`src/rtl/mem_arb_pkg.sv`:
```
// mem_arb_pkg: shared FSM state, grant encodings and timeout defaults for mem_arbiter
package mem_arb_pkg;
  typedef logic [1:0] state_t;
  localparam state_t S_IDLE = 2'd0;
  localparam state_t S_CPU  = 2'd1;
  localparam state_t S_DBG  = 2'd2;
  localparam state_t S_REC  = 2'd3;
  localparam logic G_CPU = 1'b0;
  localparam logic G_DBG = 1'b1;
  localparam int TMO_DEFAULT = 15;
  function automatic int cnt_width(int tmo);
    return ($clog2(tmo + 1) < 4) ? 4 : $clog2(tmo + 1);
  endfunction
endpackage

```
`src/rtl/mem_arb_if.sv`:
```
// mem_arb_if: CPU, debug and shared memory port signals of mem_arbiter
interface mem_arb_if #(parameter int AW = 8, parameter int DW = 32);
  logic          cpu_req, cpu_we, cpu_ack, cpu_err;
  logic [AW-1:0] cpu_addr;
  logic [DW-1:0] cpu_wdata, cpu_rdata;
  logic          dbg_req, dbg_we, dbg_ack, dbg_err;
  logic [AW-1:0] dbg_addr;
  logic [DW-1:0] dbg_wdata, dbg_rdata;
  logic          mem_en, mem_we, mem_ack, stall_mem;
  logic [AW-1:0] mem_addr;
  logic [DW-1:0] mem_wdata, mem_rdata;
  modport master (
    input  cpu_req, cpu_we, cpu_addr, cpu_wdata, dbg_req, dbg_we, dbg_addr, dbg_wdata, mem_rdata, mem_ack,
    output cpu_rdata, cpu_ack, cpu_err, dbg_rdata, dbg_ack, dbg_err, mem_en, mem_we, mem_addr, mem_wdata, stall_mem
  );
  modport slave (
    output cpu_req, cpu_we, cpu_addr, cpu_wdata, dbg_req, dbg_we, dbg_addr, dbg_wdata, mem_rdata, mem_ack,
    input  cpu_rdata, cpu_ack, cpu_err, dbg_rdata, dbg_ack, dbg_err, mem_en, mem_we, mem_addr, mem_wdata, stall_mem
  );
endinterface

```
`src/rtl/mem_arb_timeout.sv`:
```
// mem_arb_timeout: wait counter for an access; last flags the final cycle before the abort
module mem_arb_timeout import mem_arb_pkg::*; #(parameter int TMO = TMO_DEFAULT) (
  input  logic clk,
  input  logic reset,
  input  logic clr,
  input  logic inc,
  output logic last
);
  localparam int CW = cnt_width(TMO);
  logic [CW-1:0] cnt_q, cnt_d;
  always_comb cnt_d = clr ? '0 : inc ? cnt_q + CW'(1) : cnt_q;
  always_ff @(posedge clk or negedge reset)
    if (!reset) cnt_q <= '0;
    else cnt_q <= cnt_d;
  // a further ackless cycle here makes the count reach TMO
  assign last = cnt_q == CW'(TMO - 1);
endmodule

```
`src/rtl/mem_arbiter.sv`:
```
// mem_arbiter: round-robin CPU/debug arbiter for one shared memory port with access timeout
module mem_arbiter import mem_arb_pkg::*; #(
  parameter int AW  = 8,
  parameter int DW  = 32,
  parameter int TMO = TMO_DEFAULT
) (
  input logic clk,
  input logic reset,
  mem_arb_if.master bus
);
  state_t state_q, state_d;
  logic lg_q, lg_d, we_q, we_d;
  logic [AW-1:0] addr_q, addr_d;
  logic [DW-1:0] wd_q, wd_d, crd_q, crd_d, drd_q, drd_d;
  logic cack_q, cack_d, dack_q, dack_d, cerr_q, cerr_d, derr_q, derr_d;
  logic acc, own, go, pick, last;
  always_comb begin
    acc = state_q == S_CPU || state_q == S_DBG;
    own = state_q == S_DBG;
    // no grant while an ack is still visible to the requester holding req
    go = state_q == S_IDLE && !cack_q && !dack_q && (bus.cpu_req || bus.dbg_req);
    pick = bus.dbg_req && (!bus.cpu_req || lg_q == G_CPU);
    state_d = state_q;
    lg_d = lg_q;
    we_d = we_q;
    addr_d = addr_q;
    wd_d = wd_q;
    crd_d = crd_q;
    drd_d = drd_q;
    cack_d = 1'b0;
    dack_d = 1'b0;
    cerr_d = 1'b0;
    derr_d = 1'b0;
    if (go) begin
      state_d = pick ? S_DBG : S_CPU;
      we_d = pick ? bus.dbg_we : bus.cpu_we;
      addr_d = pick ? bus.dbg_addr : bus.cpu_addr;
      wd_d = pick ? bus.dbg_wdata : bus.cpu_wdata;
    end else if (acc && bus.mem_ack) begin
      state_d = S_IDLE;
      lg_d = own;
      cack_d = !own;
      dack_d = own;
      crd_d = (!own && !we_q) ? bus.mem_rdata : crd_q;
      drd_d = (own && !we_q) ? bus.mem_rdata : drd_q;
    end else if (acc && last) begin
      state_d = S_REC;
      cerr_d = !own;
      derr_d = own;
    end else if (state_q == S_REC) begin
      state_d = S_IDLE;
    end
  end
  mem_arb_timeout #(.TMO(TMO)) u_tmo (
    .clk(clk),
    .reset(reset),
    .clr(go),
    .inc(acc && !bus.mem_ack),
    .last(last)
  );
  always_ff @(posedge clk or negedge reset)
    if (!reset) begin
      state_q <= S_IDLE;
      lg_q <= G_DBG;
      we_q <= 1'b0;
      addr_q <= '0;
      wd_q <= '0;
      crd_q <= '0;
      drd_q <= '0;
      cack_q <= 1'b0;
      dack_q <= 1'b0;
      cerr_q <= 1'b0;
      derr_q <= 1'b0;
    end else begin
      state_q <= state_d;
      lg_q <= lg_d;
      we_q <= we_d;
      addr_q <= addr_d;
      wd_q <= wd_d;
      crd_q <= crd_d;
      drd_q <= drd_d;
      cack_q <= cack_d;
      dack_q <= dack_d;
      cerr_q <= cerr_d;
      derr_q <= derr_d;
    end
  assign bus.mem_en = acc;
  assign bus.mem_we = we_q;
  assign bus.mem_addr = addr_q;
  assign bus.mem_wdata = wd_q;
  assign bus.stall_mem = own;
  assign bus.cpu_rdata = crd_q;
  assign bus.dbg_rdata = drd_q;
  assign bus.cpu_ack = cack_q;
  assign bus.dbg_ack = dack_q;
  assign bus.cpu_err = cerr_q;
  assign bus.dbg_err = derr_q;
endmodule

```
`src/flat_wrapper.sv`:
```
// flat-port wrapper written by rule: the top's interface ports become plain ports
module mem_arbiter_flat import mem_arb_pkg::*;
#(
  parameter int AW  = 8,
  parameter int DW  = 32,
  parameter int TMO = TMO_DEFAULT
)
  (clk, reset, bus_cpu_req, bus_cpu_we, bus_cpu_addr, bus_cpu_wdata, bus_dbg_req, bus_dbg_we, bus_dbg_addr, bus_dbg_wdata, bus_mem_rdata, bus_mem_ack, bus_cpu_rdata, bus_cpu_ack, bus_cpu_err, bus_dbg_rdata, bus_dbg_ack, bus_dbg_err, bus_mem_en, bus_mem_we, bus_mem_addr, bus_mem_wdata, bus_stall_mem);
  mem_arb_if #(.AW(AW), .DW(DW)) bus_i ();
  input logic clk;
  input logic reset;
  input wire logic [$bits(bus_i.cpu_req)-1:0] bus_cpu_req;
  input wire logic [$bits(bus_i.cpu_we)-1:0] bus_cpu_we;
  input wire logic [$bits(bus_i.cpu_addr)-1:0] bus_cpu_addr;
  input wire logic [$bits(bus_i.cpu_wdata)-1:0] bus_cpu_wdata;
  input wire logic [$bits(bus_i.dbg_req)-1:0] bus_dbg_req;
  input wire logic [$bits(bus_i.dbg_we)-1:0] bus_dbg_we;
  input wire logic [$bits(bus_i.dbg_addr)-1:0] bus_dbg_addr;
  input wire logic [$bits(bus_i.dbg_wdata)-1:0] bus_dbg_wdata;
  input wire logic [$bits(bus_i.mem_rdata)-1:0] bus_mem_rdata;
  input wire logic [$bits(bus_i.mem_ack)-1:0] bus_mem_ack;
  output wire logic [$bits(bus_i.cpu_rdata)-1:0] bus_cpu_rdata;
  output wire logic [$bits(bus_i.cpu_ack)-1:0] bus_cpu_ack;
  output wire logic [$bits(bus_i.cpu_err)-1:0] bus_cpu_err;
  output wire logic [$bits(bus_i.dbg_rdata)-1:0] bus_dbg_rdata;
  output wire logic [$bits(bus_i.dbg_ack)-1:0] bus_dbg_ack;
  output wire logic [$bits(bus_i.dbg_err)-1:0] bus_dbg_err;
  output wire logic [$bits(bus_i.mem_en)-1:0] bus_mem_en;
  output wire logic [$bits(bus_i.mem_we)-1:0] bus_mem_we;
  output wire logic [$bits(bus_i.mem_addr)-1:0] bus_mem_addr;
  output wire logic [$bits(bus_i.mem_wdata)-1:0] bus_mem_wdata;
  output wire logic [$bits(bus_i.stall_mem)-1:0] bus_stall_mem;
  assign bus_i.cpu_req = bus_cpu_req;
  assign bus_i.cpu_we = bus_cpu_we;
  assign bus_i.cpu_addr = bus_cpu_addr;
  assign bus_i.cpu_wdata = bus_cpu_wdata;
  assign bus_i.dbg_req = bus_dbg_req;
  assign bus_i.dbg_we = bus_dbg_we;
  assign bus_i.dbg_addr = bus_dbg_addr;
  assign bus_i.dbg_wdata = bus_dbg_wdata;
  assign bus_i.mem_rdata = bus_mem_rdata;
  assign bus_i.mem_ack = bus_mem_ack;
  assign bus_cpu_rdata = bus_i.cpu_rdata;
  assign bus_cpu_ack = bus_i.cpu_ack;
  assign bus_cpu_err = bus_i.cpu_err;
  assign bus_dbg_rdata = bus_i.dbg_rdata;
  assign bus_dbg_ack = bus_i.dbg_ack;
  assign bus_dbg_err = bus_i.dbg_err;
  assign bus_mem_en = bus_i.mem_en;
  assign bus_mem_we = bus_i.mem_we;
  assign bus_mem_addr = bus_i.mem_addr;
  assign bus_mem_wdata = bus_i.mem_wdata;
  assign bus_stall_mem = bus_i.stall_mem;
  mem_arbiter #(.AW(AW), .DW(DW), .TMO(TMO)) u_core (.clk(clk), .reset(reset), .bus(bus_i));
endmodule
```
`config.mk`:
```
export PLATFORM = sky130hd
export DESIGN_NAME = mem_arbiter_flat
export DESIGN_NICKNAME = d
export VERILOG_FILES = /design/src/rtl/mem_arb_pkg.sv /design/src/rtl/mem_arb_if.sv /design/src/rtl/mem_arb_timeout.sv /design/src/rtl/mem_arbiter.sv /design/src/flat_wrapper.sv
export SDC_FILE = /design/constraint.sdc
export NUM_CORES = 1
export LEC_CHECK = 0
export CAP_MARGIN = 20
export CELL_PAD_IN_SITES_DETAIL_PLACEMENT = 1
export CELL_PAD_IN_SITES_GLOBAL_PLACEMENT = 2
export CORE_MARGIN = 2
export CORE_UTILIZATION = 26
export CTS_CLUSTER_DIAMETER = 200
export DETAILED_ROUTE_END_ITERATION = 16
export GPL_TIMING_DRIVEN = 0
export PLACE_DENSITY = 0.92
export SETUP_SLACK_MARGIN = 0.3
export SLEW_MARGIN = 20
export SYNTH_ARGS = -nofsm -noshare
export SYNTH_HDL_FRONTEND = slang
export SYNTH_SLANG_ARGS = --single-unit
```
`constraint.sdc`:
```
create_clock -name clk -period 2.4 [get_ports clk]
set_clock_uncertainty 0.15 [all_clocks]
set_input_delay 0.48 -clock clk [delete_from_list [all_inputs] [get_ports clk]]
set_output_delay 0.48 -clock clk [all_outputs]
set_load 0.005 [all_outputs]
```
### Word level (Yosys, flattened, before mapping)

Index checks and enable logic that the tools add are counted.

| word-level totals | value |
|---|---|
| register bits after elaboration | 116 |
| output and inout bits | 111 |
| word-level logic and storage cells | 63 |

| cells by class | value |
|---|---|
| add/subtract/negate cells | 1 |
| equality and inequality tests | 4 |
| multiplexer cells | 20 |
| bitwise logic cells | 2 |
| reduce and logical (&&, ||, !) cells | 24 |

Operators by type and width:

| cell | count |
|---|---|
| 32-bit two-way mux | 1 |
| 1-bit two-way mux | 11 |
| 2-bit two-way mux | 5 |
| 1-bit logical AND | 9 |
| 4-bit two-way mux | 2 |
| 8-bit two-way mux | 1 |
| 1-bit logical NOT | 6 |
| 3-bit AND reduction | 2 |
| 4-bit by 1-bit adder with 4-bit output, second input constant | 1 |
| 2-bit == test, second input constant | 2 |
| 4-bit == test, second input constant | 1 |
| 4-bit nonzero test | 1 |
| 1-bit logical OR | 3 |
| 2-bit by 1-bit == test with 1-bit output, second input constant | 1 |
| 2-bit logical NOT | 1 |
| 1-bit inverter | 2 |
| 2-bit AND reduction | 1 |
| 2-bit nonzero test | 1 |

### Depth between registers and ports, before layout

Gate-level depths: netlist of run 1.

| logic depth | value |
|---|---|
| depth in word-level cells | 6 |
| gate-level depth with buffers | 7 |
| gate-level depth less buffers | 5 |

### Hierarchy

From an unflattened synthesis of run 1, not the netlist that was laid out.

| unflattened totals | value |
|---|---|
| cells, all modules | 382 |
| area total of the unflattened synthesis | 4924.7 um^2 |

Modules (own cells, without submodules):

| module | times used | cells each | area an instance (um^2) | seq. area each (um^2) |
|---|---|---|---|---|
| mem_arbiter | 1 | 362 | 4704.5 | 2803.9 |
| mem_arb_timeout | 1 | 20 | 220.2 | 100.1 |

### Worst setup path before layout of run 1

Ideal clock, no wire load.

| path | value |
|---|---|
| path type | reg2reg |
| start point | reg u_core.state_q[0] |
| end point | reg u_core.drd_q[10], in the netlist u_core.bus.dbg_rdata[10] |
| arrival time | 1.787 ns |
| required time | 2.125 ns |
| path slack | 0.338 ns |
| stages on the path, launching flop included | 7 |
| period minus slack after synthesis | 2.062 ns |
| cell sequence | dfrtp_1 > inv_1 > ha_1 > or3b_4 > o2111ai_4 > buf_6 > mux2_2 |

| between the ends | value |
|---|---|
| longest elaborated chain between the ends | 6 |
| elaborated cells on any way between the ends | 11 |

Ends and longest elaborated chain:

| element | line | RTL |
|---|---|---|
| from (decl) | mem_arbiter.sv:11 | `state_t state_q, state_d;` |
| from (signal assigned) | mem_arbiter.sv:75 | `state_q <= state_d;` |
| 2-bit logical NOT | mem_arbiter.sv:21 | `go = state_q == S_IDLE && !cack_q && !dack_q && (bus.cpu_req \|\| bus.dbg_req);` |
| 1-bit logical AND (3 in series) | mem_arbiter.sv:21 |  |
| 1-bit inverter (no line) | -- |  |
| 3-bit AND reduction (no line) * | -- |  |
| to (signal assigned) | mem_arbiter.sv:81 | `drd_q <= drd_d;` |
| to (decl) | mem_arbiter.sv:14 | `logic [DW-1:0] wd_q, wd_d, crd_q, crd_d, drd_q, drd_d;` |

Mark *: on every way between the ends. The rest lies on a longest branch, timed or not.
A chain may end at the register's enable or synchronous reset.

### Worst setup path after layout of run 1

| path | value |
|---|---|
| start point | reg u_core.state_q[0] |
| end point | reg u_core.drd_q[26], in the netlist u_core.bus.dbg_rdata[26] |

The elaborated chain is that of the path after synthesis.

==> impl_results.md, run 1 <==
- Run status: finished, final reports clean
- Starting density of the core: 0.263
- CP endpoint kind: register
- Wire length of the first global-routing pass: roughly 27000 um
- Capture point of the worst path: u_core.bus.dbg_rdata[26]
- Antenna-violating nets left: 0
- Class of the worst hold path: register to register
- H-tree levels: 4
- Fraction of the cycle the final worst path needs: 0.913
- Synthesized area per cell: 14.3 um^2
- VDD IR-drop max: between 0.4 and 0.5 mV
- Most common cell in the synthesized netlist: sky130_fd_sc_hd__dfrtp_1
- Portion of the post-synthesis area used by sequential elements: 0.594
- Reg2Reg Setup Slack: ~0.21 ns
- Worst Path Class, Setup: register to register
- Number of clock sinks: 116
- Path depth of the worst reg2reg path: 7
- Cell count after placement: 805
- Instance count of the mapped netlist: around 340
- Ys async rst share: 1.00
- Clock tree from TritonCTS: done
- Die extent in y: between 100 and 150 um
- Global Route Usage Sum: 0.172
- Net Count, Synth: approximately 470
- Worst slack on hold paths: around 0.36 ns
- Proportion of layout cells with a drive suffix above 1: 0.244
- Residual DRC count: 0
- Final Hold Fails: 0
- Half-perimeter wire length after placement: roughly 12000 um
- Clock transition at the registers of the reported paths: approximately 0.060 ns
- CP Data Required Time: 2.54 ns
- Actual transition at the worst max-transition pin: ~0.46 ns
- Vias in the first global route: roughly 4700
- Overall die area: 0.0199 mm^2
- Fill cell count: ~1900
- Max Cap Violations: 0
- Type of element launching the critical path: register
- Reg-to-reg startpoint: u_core.state_q[0]
- Warnings, synthesis: 0
- Number of DRC markers in iteration 0: 66
- I/O pin count: 230
- CTS Buf Count: 17
- Pin count of the biggest net entering global routing: just over 70
- Std-Cell Rows: 50
- Wire per inst: ~20 um
- Count of input and output buffers: roughly 230
- Worst setup path start: u_core.state_q[0]
- Clock latency on the worst-skew pair: roughly 0.4 ns
- Maximum count of clock buffers along a single path: 2
- DIE WIDTH: between 100 and 150 um
- Avg Vias per Cell: about 4.8
- Final wirelength: between 15000 and 20000 um
- Min cycle time layout: between 2 and 2.5 ns
- Most numerous cell types in the synthesized netlist: 115 x sky130_fd_sc_hd__dfrtp_1, 61 x sky130_fd_sc_hd__mux2_2, 41 x sky130_fd_sc_hd__a221o_1
- Slew margin rel.: 0.696
- Core area: between 0.015 and 0.02 mm^2
- DR vias: between 4000 and 5000
- Number of iterations in the first detailed-routing pass: 4
- Highest Clock Rate: 0.456 GHz
- Overflow left after global routing: 0
- Signal arrival time at the worst endpoint: between 2 and 2.5 ns
- Clock tree root buffer cell: sky130_fd_sc_hd__clkbuf_16
- LEAKAGE: approximately 3.9 nW
- Netlist area before placement: around 0.0049 mm^2
- Initial antenna violation count: 0
- Antenna diode count: 0
- RSZ-0062 raised after global routing: true
- Top flip-flop cell by instance count after synthesis: sky130_fd_sc_hd__dfrtp_1
- Max Fanout on Critical Path: 7
- RR Endpoint: u_core.bus.dbg_rdata[26]
- Portion of synthesized cell area occupied by the leading cell type: 0.589
- Number of synthesized register bits: roughly 120
- Final-report setup violation count: 0
- Dominant cell type by area after synthesis: sky130_fd_sc_hd__dfrtp_1
- Count of unique library cells instantiated by Yosys: 33
- EDFF count, synth: 0
- Layout overhead on the synthesized area: 77.9%
- Area contributors post-synth: sky130_fd_sc_hd__dfrtp_1 59%, sky130_fd_sc_hd__mux2_2 14%, sky130_fd_sc_hd__a221o_1 8.4%
- Power per Cell Area: roughly 1300 mW/mm^2
- Final max-slew violation count: 0
- GPL Wtd Cong: approximately 0.8
- Final standard cell count with taps included and fillers excluded: roughly 860
- Number of nets in the finished design: roughly 730
per-stage QoR:
step / instance area (um^2) / power, mW / TNS (ns) / utilization / setup WS [ns]
detailed placement: 7500 / 8.31 / -11.41 / 0.404 / -0.303
CTS: 8430 / 11.3 / 0 / 0.454 / 0.211
global placement: 7470 / 8.06 / -441.53 / 0.402 / -3.77
floorplan: 4890 / 5.49 / 0 / - / 0.338
global route: 8690 / 12.4 / 0 / 0.468 / 0.122
finish: 8690 / 11.7 / 0 / 0.468 / 0.208
critical path: stages (launching register included):
cell	delay [ns]
sky130_fd_sc_hd__dfrtp_1	0.38
sky130_fd_sc_hd__inv_2	0.11
sky130_fd_sc_hd__ha_4	0.13
sky130_fd_sc_hd__or3b_4	0.41
sky130_fd_sc_hd__o2111ai_4	0.24
sky130_fd_sc_hd__buf_12	0.19
sky130_fd_sc_hd__clkbuf_16	0.16
sky130_fd_sc_hd__mux2_4	0.29
layer usage:
metal	vias to the layer above	GRT usage	wire [um]
met5	-	0	0
met4	0	0.0547	244
met3	14	0.0567	1280
met2	196	0.299	8550
met1	2051	0.202	7280
li1	1835	-	-
state kept, by name (all words and copies together), names as in the netlist:
signal                cells
u_core.bus.dbg_rdata     32
u_core.u_tmo.cnt_q        4
u_core.bus.mem_wdata     32
u_core.bus.dbg_ack        1
u_core.state_q            2
u_core.bus.cpu_rdata     32
u_core.bus.cpu_err        1
u_core.bus.mem_addr       8
u_core.lg_q               1
u_core.bus.dbg_err        1
u_core.bus.cpu_ack        1
u_core.bus.mem_we         1
cells in the final DEF, fill, tap and decap left out, types with 3 or more instances in the layout:
cell	count
sky130_fd_sc_hd__clkbuf_4	3
sky130_fd_sc_hd__a221o_1	41
sky130_fd_sc_hd__buf_2	9
sky130_fd_sc_hd__buf_6	6
sky130_fd_sc_hd__clkbuf_2	6
sky130_fd_sc_hd__a21oi_1	3
sky130_fd_sc_hd__clkdlybuf4s50_1	227
sky130_fd_sc_hd__buf_4	6
sky130_fd_sc_hd__inv_1	3
sky130_fd_sc_hd__buf_8	4
sky130_fd_sc_hd__ha_1	3
sky130_fd_sc_hd__clkbuf_16	19
sky130_fd_sc_hd__dfrtp_1	115
sky130_fd_sc_hd__nor2_1	6
sky130_fd_sc_hd__clkinvlp_4	7
sky130_fd_sc_hd__and3_1	3
sky130_fd_sc_hd__nand2_1	3
sky130_fd_sc_hd__a21boi_0	40
sky130_fd_sc_hd__buf_16	3
sky130_fd_sc_hd__buf_12	6
sky130_fd_sc_hd__mux2_4	63
sky130_fd_sc_hd__nand3_1	3
worst min-delay path by stage:
| stage | startpoint | end | cells after the start |
|---|---|---|---|
| finish | u_core.bus.cpu_rdata[22] | u_core.bus.cpu_rdata[22] | 1 |
| global route | u_core.bus.dbg_rdata[8] | u_core.bus.dbg_rdata[8] | 1 |
| CTS | u_core.bus.dbg_rdata[8] | u_core.bus.dbg_rdata[8] | 1 |
| detailed placement | reset | u_core.bus.cpu_rdata[27] | 1 |
| global placement | u_core.bus.cpu_rdata[15] | u_core.bus.cpu_rdata[15] | 1 |
| floorplan | reset | u_core.bus.cpu_ack | 0 |
report_power, final:
part,switching (mW),internal (mW),total (mW)
Combinational,2.03,3.68,5.70
Clock,0.960,1.53,2.49
Sequential,0.565,2.91,3.48
cell type report:
type	instances	area, um^2	area share
Sequential cell	116	2900	0.334
Clock buffer	17	425	0.0489
Inverter	5	18.8	0.00216
Multi-Input combinational cell	195	2080	0.239
Tap cell	234	293	0.0337
Timing Repair Buffer	249	2590	0.299
Buffer	25	219	0.0252
Clock inverter	15	158	0.0181
cells by family (layout without fill, tap and decap cells):
group / Yosys count / after routing / synth area share
DFF: 116 / 116 / 0.594
AOI/OAI and AO/OA: 93 / 93 / 0.169
muxes: 65 / 65 / 0.150
and+or+nand+nor: 30 / 30 / 0.0356
buffers and inverters: 30 / 311 / 0.0353
adders and majority gates: 5 / 5 / 0.0128
xor gates and xnor gates: 2 / 2 / 0.00359
timing repair:
| item | 4_1_cts | 5_1_grt |
|---|---|---|
| cloned | 4 | 2 |
| hold buffers | 1 | 0 |
| setup buffers | 11 | 1 |
| gates resized for setup | 49 | 61 |
| hold endpoints to repair | 46 | 0 |
| endpoints found under the setup margin | 109 | 109 |
| pin swaps | 4 | 2 |
(Power assumes the default switching activity.)
==> run 2, diff against run 1 <==
ABC_CLOCK_PERIOD_IN_PS = 2400   (was default)
==> results of run 2 <==
Final layout, timing and power as in run 1 (identical DEF).
